**config.mk**
```make
export PLATFORM = sky130hd
export DESIGN_NAME = io_port_ctrl
export DESIGN_NICKNAME = d
export VERILOG_FILES = /design/src/rtl/io_pkg.sv /design/src/rtl/btn_debounce.sv /design/src/rtl/io_port_ctrl.sv
export SDC_FILE = /design/constraint.sdc
export NUM_CORES = 1
export LEC_CHECK = 0
export ABC_AREA = 1
export BUFFER_PORTS_ARGS = -buffer_cell sky130_fd_sc_hd__buf_2
export CAP_MARGIN = 20
export CORE_MARGIN = 5
export CORE_UTILIZATION = 45
export CTS_CLUSTER_DIAMETER = 50
export DETAILED_ROUTE_END_ITERATION = 12
export MAX_ROUTING_LAYER = met4
export PLACE_DENSITY = 0.63
export SLEW_MARGIN = 40
export SYNTH_ARGS = -nofsm -noshare
export SYNTH_HDL_FRONTEND = slang
export SYNTH_SLANG_ARGS = --single-unit
```
**constraint.sdc**
```tcl
create_clock -name clk -period 2.5 [get_ports clk]
set_input_delay 0.25 -clock clk [delete_from_list [all_inputs] [get_ports clk]]
set_output_delay 0.25 -clock clk [all_outputs]
set_load 0.02 [all_outputs]
```
**src/rtl/io_pkg.sv**
```systemverilog
// Shared constants and types for the memory-mapped I/O port controller.
package io_pkg;

  localparam logic [1:0] IO_ADDR_STATUS = 2'b00;
  localparam logic [1:0] IO_ADDR_DATA   = 2'b01;

  localparam int ST_LED_READY = 0;
  localparam int ST_SW_READY  = 1;

  // Button lanes: btnL signals "LED ready", btnR signals "switches ready".
  localparam int NUM_BTN = 2;
  localparam int BTN_L   = 0;
  localparam int BTN_R   = 1;

  localparam int SW_W  = 16;
  localparam int LED_W = 12;

  typedef struct packed {
    logic             rd;
    logic             wr;
    logic [1:0]       addr;
    logic [LED_W-1:0] wdata;
  } io_req_t;

  function automatic logic data_hit(input logic strobe, input logic [1:0] addr);
    return strobe && (addr == IO_ADDR_DATA);
  endfunction

endpackage

```
**src/rtl/btn_debounce.sv**
```systemverilog
// One push-button lane: 2-flop synchronizer, hold-time debounce counter and
// rising-edge press pulse.
module btn_debounce #(
  parameter int DEBOUNCE_CYCLES = 1_000_000,
  parameter int CNT_W           = $clog2(DEBOUNCE_CYCLES)
) (
  input  logic clk,
  input  logic reset,
  input  logic btn_raw,
  output logic stable,
  output logic press
);

  localparam logic [CNT_W-1:0] CNT_MAX = CNT_W'(DEBOUNCE_CYCLES - 1);

  logic [1:0]       sync;
  logic [CNT_W-1:0] cnt;
  logic             stable_q;

  always_ff @(posedge clk or negedge reset) begin
    if (!reset) begin
      sync     <= '0;
      cnt      <= '0;
      stable   <= 1'b0;
      stable_q <= 1'b0;
    end else begin
      sync     <= {sync[0], btn_raw};
      stable_q <= stable;
      // Any return to the accepted level restarts the hold window.
      if (sync[1] == stable) begin
        cnt <= '0;
      end else if (cnt == CNT_MAX) begin
        stable <= sync[1];
        cnt    <= '0;
      end else begin
        cnt <= cnt + 1'b1;
      end
    end
  end

  assign press = stable & ~stable_q;

endmodule

```
**src/rtl/io_port_ctrl.sv**
```systemverilog
// IO port register file: status/data readback, LED register, debounced
// button flags and button-triggered switch capture.
module io_port_ctrl
  import io_pkg::*;
#(
  parameter int DEBOUNCE_CYCLES = 1_000_000,
  parameter int CNT_W           = $clog2(DEBOUNCE_CYCLES)
) (
  input  logic             clk,
  input  logic             reset,
  input  logic             pRead,
  input  logic             pWrite,
  input  logic [1:0]       addr,
  input  logic [LED_W-1:0] writeData,
  output logic [31:0]      readData,
  input  logic             btnL,
  input  logic             btnR,
  input  logic [SW_W-1:0]  switch,
  output logic [LED_W-1:0] led
);

  io_req_t req;
  assign req = '{rd: pRead, wr: pWrite, addr: addr, wdata: writeData};

  logic [NUM_BTN-1:0] btn_raw;
  logic [NUM_BTN-1:0] btn_press;
  // Debounced levels are only consumed through the press pulses.
  logic [NUM_BTN-1:0] btn_stable_unused;

  assign btn_raw[BTN_L] = btnL;
  assign btn_raw[BTN_R] = btnR;

  for (genvar b = 0; b < NUM_BTN; b++) begin : g_btn
    btn_debounce #(
      .DEBOUNCE_CYCLES (DEBOUNCE_CYCLES),
      .CNT_W           (CNT_W)
    ) u_db (
      .clk     (clk),
      .reset   (reset),
      .btn_raw (btn_raw[b]),
      .stable  (btn_stable_unused[b]),
      .press   (btn_press[b])
    );
  end

  logic [1:0][SW_W-1:0] sw_sync;
  logic [SW_W-1:0]      sw_latch;
  logic                 sw_ready;
  logic                 led_ready;
  logic                 rd_data;
  logic                 wr_data;

  assign rd_data = data_hit(req.rd, req.addr);
  assign wr_data = data_hit(req.wr, req.addr);

  always_ff @(posedge clk or negedge reset) begin
    if (!reset) begin
      sw_sync   <= '0;
      sw_latch  <= '0;
      sw_ready  <= 1'b0;
      led_ready <= 1'b0;
      led       <= '0;
    end else begin
      sw_sync <= {sw_sync[0], switch};
      if (wr_data) led <= req.wdata;
      // Set beats clear so a press coinciding with the consuming access is kept.
      if (btn_press[BTN_R]) begin
        sw_ready <= 1'b1;
        sw_latch <= sw_sync[1];
      end else if (rd_data) begin
        sw_ready <= 1'b0;
      end
      if (btn_press[BTN_L])  led_ready <= 1'b1;
      else if (wr_data)      led_ready <= 1'b0;
    end
  end

  always_comb begin
    readData = '0;
    case (req.addr)
      IO_ADDR_STATUS: begin
        readData[ST_LED_READY] = led_ready;
        readData[ST_SW_READY]  = sw_ready;
      end
      IO_ADDR_DATA: readData[SW_W-1:0] = sw_latch;
      default: ;
    endcase
  end

endmodule

```
### Word-level counts from Yosys, hierarchy flattened

Index checks and enable logic that the tools add are counted.

* bits in registers: 110
* bits in writable memories: 0
* memories kept: 0
* bits in latches: 0
* input bits: 36
* ROM bits: 0

* mux-type cells: 10
* shift-type cells: 0
* div/mod/pow operators: 0
* add/subtract/negate cells: 2
* equality and inequality tests: 5
* $lt $le $gt $ge: 0
* bitwise logic cells: 6
* multiply operators: 0
* reduce and logical (&&, ||, !) cells: 7

Operator list (number)
* two-way mux 20 bit: 4
* adder 20 x 1 -> 20 bit (second input constant): 2
* equality test 20 bit (second input constant): 2
* two-way mux 14 bit: 1
* two-way mux 1 bit: 4
* inverter 1 bit: 4
* case mux 2 bit (2 select lines): 1
* AND reduction 2 bit: 2
* nonzero test 2 bit: 2
* AND 1 bit: 2
* equality test 1 bit: 2
* equality test 2 x 1 -> 1 bit (second input constant): 1
* logical AND 1 bit: 2
* zero test 2 bit: 1

### Logic depth before layout (Yosys ltp)

* depth after elaboration: 4
* gate-level depth with buffers: 9
* mapped depth without buffers: 9

### Modules after synthesis

From an unflattened synthesis, not the netlist that was laid out.

* cells, all modules: 527
* area, all modules: 4848.4 µm²

Modules (own cells, without submodules)
* btn_debounce: cells an instance 163, area each 1293.7 µm², instances 2, seq. area each 600.6 µm²
* io_port_ctrl: cells an instance 201, area each 2260.9 µm², instances 1, seq. area each 1551.5 µm²

### Least setup slack after synthesis

Ideal clock, no wire load.

* kind: reg-to-reg
* start point: register g_btn[1].u_db.cnt[0]
* end point: register g_btn[1].u_db.cnt[9]
* data arrival time: 1.171 ns
* stages on the path, launching flop included: 7
* period minus slack after synthesis: 1.289 ns
* required time: 2.381 ns
* setup slack: 1.211 ns
* cell sequence: dfrtp_1 -> ha_1 -> nand3_2 -> nor2_4 -> nand3_2 -> nand2_2 -> nor2_1

* cells in the longest elaborated chain, start to end: 3
* elaborated cells between the ends (all ways): 4
* classes of those cells: add/sub: 1; eq/ne: 1; mux: 2

RTL lines
* start: declaration: RTL line btn_debounce.sv:17 `logic [CNT_W-1:0] cnt;`
* start signal: assignment: RTL line btn_debounce.sv:36 `cnt <= cnt + 1'b1;`
* adder 20 x 1 -> 20 bit or equality test 20 bit (tied branches): RTL line btn_debounce.sv:36, btn_debounce.sv:32
* two-way mux 20 bit *: RTL line btn_debounce.sv:32 `end else if (cnt == CNT_MAX) begin`
* two-way mux 20 bit *: RTL line btn_debounce.sv:30 `if (sync[1] == stable) begin`

Every way passes the cells marked *; elsewhere a longest branch is shown, timed or not.
A chain may end at the register's enable or synchronous reset.

### Worst setup path after layout

* start point: register g_btn[1].u_db.stable
* end point: register sw_latch[15]

* cells in the longest elaborated chain, start to end: 1

RTL lines
* start: declaration: RTL line btn_debounce.sv:10 `output logic stable,`
* start signal: assignment: RTL line btn_debounce.sv:33 `stable <= sync[1];`
* AND 1 bit: RTL line btn_debounce.sv:41 `assign press = stable & ~stable_q;`
* end signal: assignment: RTL line io_port_ctrl.sv:69 `sw_latch <= sw_sync[1];`
* end: declaration: RTL line io_port_ctrl.sv:47 `logic [SW_W-1:0] sw_latch;`

Every way passes these cells.

==> results by group <==
Cells and area
  – Layout Nets: approximately 640
  – Share of layout cells above drive strength 1: 17.94%
  – Fill cell count: between 900 and 1000
  – Most frequent cells in the layout: nor2_1 (111), dfrtp_1 (110), nand2_1 (100)
  – Design area: between 5000 and 6000 um^2
  – Antenna Cells: 0
  – Commonest non-fill, non-tap cell in the layout: nor2_1
  – Area Growth Syn to Fin: 17.56%

Logic synthesis
  – Post-Synthesis Cells: approximately 500
  – Post-synth cell types: 29
  – Number of synthesis warnings: 0
  – Mean Syn Cell Area: between 9 and 10 um^2
  – Seq/Total Area, Yosys: 58.89%
  – Seq cells post-synth: 110
  – Synth Cell Area: about 4700 um^2

Route
  – Drt total wl: about 8800 um
  – DR pass1 iterations: 4
  – Antenna Nets Post-Route: 0
  – Vias: ~3300
  – DR DRC count: 0
  – Via density: about 4.5
  – DR iter-0 viols: between 150 and 200
  – WL/cell: 11.90 um

Clocking
  – H-tree levels: 3
  – Clock Latency Late Sink: ~0.37 ns
  – CTS tree: yes
  – Root Driver: clkbuf_8
  – Clock-pin slew on the worst setup and hold paths: about 0.11 ns
  – Max clock buf depth: 2
  – Clock buffer count from CTS: 9
  – Post-CTS resize count: 0
  – Number of clock sinks: 110
  – Setup bufs post-CTS: 0

Worst setup path
  – Type of origin of the critical path: flop
  – CP Data Required Time: roughly 2.8 ns
  – Critical Path Sink Type: flop
  – Critical path cell sequence: nand2_1 -> buf_4 -> nor2_1 -> a21oi_1
  – Worst stage delay on the critical path: between 0.4 and 0.5 ns
  – CP max FO: 17
  – Critical Path AT: roughly 1.8 ns
  – Slowest cell on crit path: dfrtp_1
  – Worst path bufs/invs: 1
  – CP top delay family: simple AND/OR/NAND/NOR gates
  – Setup CP Type: flop to flop

GRT
  – Vias in the first global route: 3259
  – First-pass GRT wire length: 15550 um
  – Largest net degree at the start of global routing: 67
  – Total GRT Usage: roughly 16%
  – Initial antenna violation count: 0
  – Gr ovfl total: 0

Hold path
  – Min-Delay Path Class: input pin to flop

Die
  – Cell Rows: 37
  – Ports: 80
  – Die width: ~110 um
  – Core area: roughly 10000 um^2
  – Die area: between 10000 and 15000 um^2
  – Starting Density: 45.69%
  – Die height: between 100 and 150 um

Timing
  – Period minus WS final: roughly 1.5 ns
  – Worst Tran Pin Value: around 0.59 ns
  – Clk_skew: about 0.014 ns
  – RSZ-0062 raised after global routing: no
  – Final period util: between 50 and 60%
  – Achievable Freq: just under 700 MHz
  – Final hold vios: 0
  – Slew Limit Fails: 0
  – Slew headroom: slightly above 60%
  – Setup-failing EPs final: 0
  – Setup TNS: 0 ns

Status
  – Status: completed

Placed design
  – Area after DPL: 5102 um^2
  – Port bufs: 63
  – Hpwl dp: 6376 um
  – GPL Wtd Cong: 0.8623

Job
  – Maxcap violations: 0

Power
  – Total power: between 3 and 4 mW
  – P_leak: between 2 and 3 nW
  – VDD IR-drop max: 0.0002614 V
  – Power Density: between 500 and 600 nW/um^2
-- synthesized netlist by cell type --
cell	number	area (um^2)
nor2_1	111	416.7
dfrtp_1	110	2753
nand2_1	100	375.4
inv_1	46	172.7
nand3_1	26	130.1
a21oi_1	18	90.09
buf_4	16	120.1
xor2_1	16	140.1
xnor2_1	9	78.83
nand2_2	6	37.54
nor2_2	6	37.54
nor3_1	5	25.02
buf_2	4	20.02
nand3_2	4	40.04
nand4_1	4	25.02
nor2_4	4	45.04
clkbuf_1	3	11.26
o21ai_1	3	15.01
o21bai_1	3	22.52
ha_1	2	25.02
inv_2	2	7.510
mux2_2	2	22.52
nand3b_1	2	15.01
o21ai_0	2	10.01
and2_1	1	6.260
conb_1	1	3.750
o22ai_1	1	6.260
or2_2	1	6.260
xor2_2	1	16.27
-- worst paths after layout --
kind | start | slack [ns] | depth (start not counted) | end
setup / recovery | g_btn[1].u_db.stable | 1.02 | 4 | sw_latch[15]
hold / removal | writeData[5] | 0.06 | 3 | led[5]
setup reg to reg | g_btn[1].u_db.stable | 1.02 | 4 | sw_latch[15]
hold reg to reg | sw_sync[9] | 0.36 | 0 | sw_sync[25]
max in group asynchronous | reset | 1.47 | 3 | sw_latch[2]
min in group asynchronous | reset | 0.41 | 2 | led[6]
-- through the flow --
step | hold slack, ns | cells | setup slack [ns] | utilization, %
floorplan | -0.04559 | 524 | 1.211 | -
global route | 0.05925 | 738 | 0.8417 | 53.71
global placement | 0.3320 | 703 | 1.051 | 49.87
detailed placement | 0.3347 | 703 | 1.015 | 49.87
finish | 0.06406 | 738 | 1.018 | 53.71
CTS | 0.03971 | 738 | 0.9933 | 53.67
-- final cells by class --
| type | count | area [um^2] | area share, % |
|---|---|---|---|
| clock inverter | 7 | 75.07 | 1.366 |
| tap | 136 | 170.2 | 3.097 |
| sequential | 110 | 2753 | 50.09 |
| clock buffer | 9 | 123.9 | 2.254 |
| multi-input combinational | 343 | 1647 | 29.96 |
| inverter | 48 | 180.2 | 3.279 |
| timing repair buffer | 85 | 546.8 | 9.950 |
-- power breakdown --
| group | leakage (nW) | switching (mW) | internal, mW |
|---|---|---|---|
| registers | 1.43 | 0.0324 | 1.85 |
| clock network | 0.0990 | 0.658 | 0.399 |
| logic | 1.11 | 0.165 | 0.0912 |
-- tightest hold or removal path, delay by kind of cell --
kind	cells	cell delay [ns]
buf+inv	1	0.07
simple gates	2	0.08
-- state kept, by name (all words and copies together) (netlist names) --
register	count
sw_latch	16
sw_sync	32
g_btn.u_db.stable_q	2
g_btn.u_db.cnt	40
g_btn.u_db.sync	4
sw_ready	1
g_btn.u_db.stable	2
led	12
led_ready	1
-- cell families after synthesis --
kind of cell	after synthesis	share of synthesized area (%)
adder cells (fa/ha/maj)	2	0.5352
flip-flops	110	58.89
XOR/XNOR	26	5.032
buffers and inverters	71	7.093
AND/OR/NAND/NOR	270	24.81
multiplexers	2	0.4818
other	1	0.08022
AO/OA/AOI/OAI	27	3.078
-- layer usage --
metal	share of wire, %	vias up	global-route usage [%]
met5	0	-	-
met4	1.6	0	6.083
met3	5.1	10	2.935
met2	46	63	23.70
met1	48	1519	20.54
li1	-	1716	-
-- repair_timing --
action,4_1_cts,5_1_grt
endpoints found under the hold margin,71,0
hold buffers,19,0
setup endpoints to repair,0,0
(Power assumes the default switching activity.)
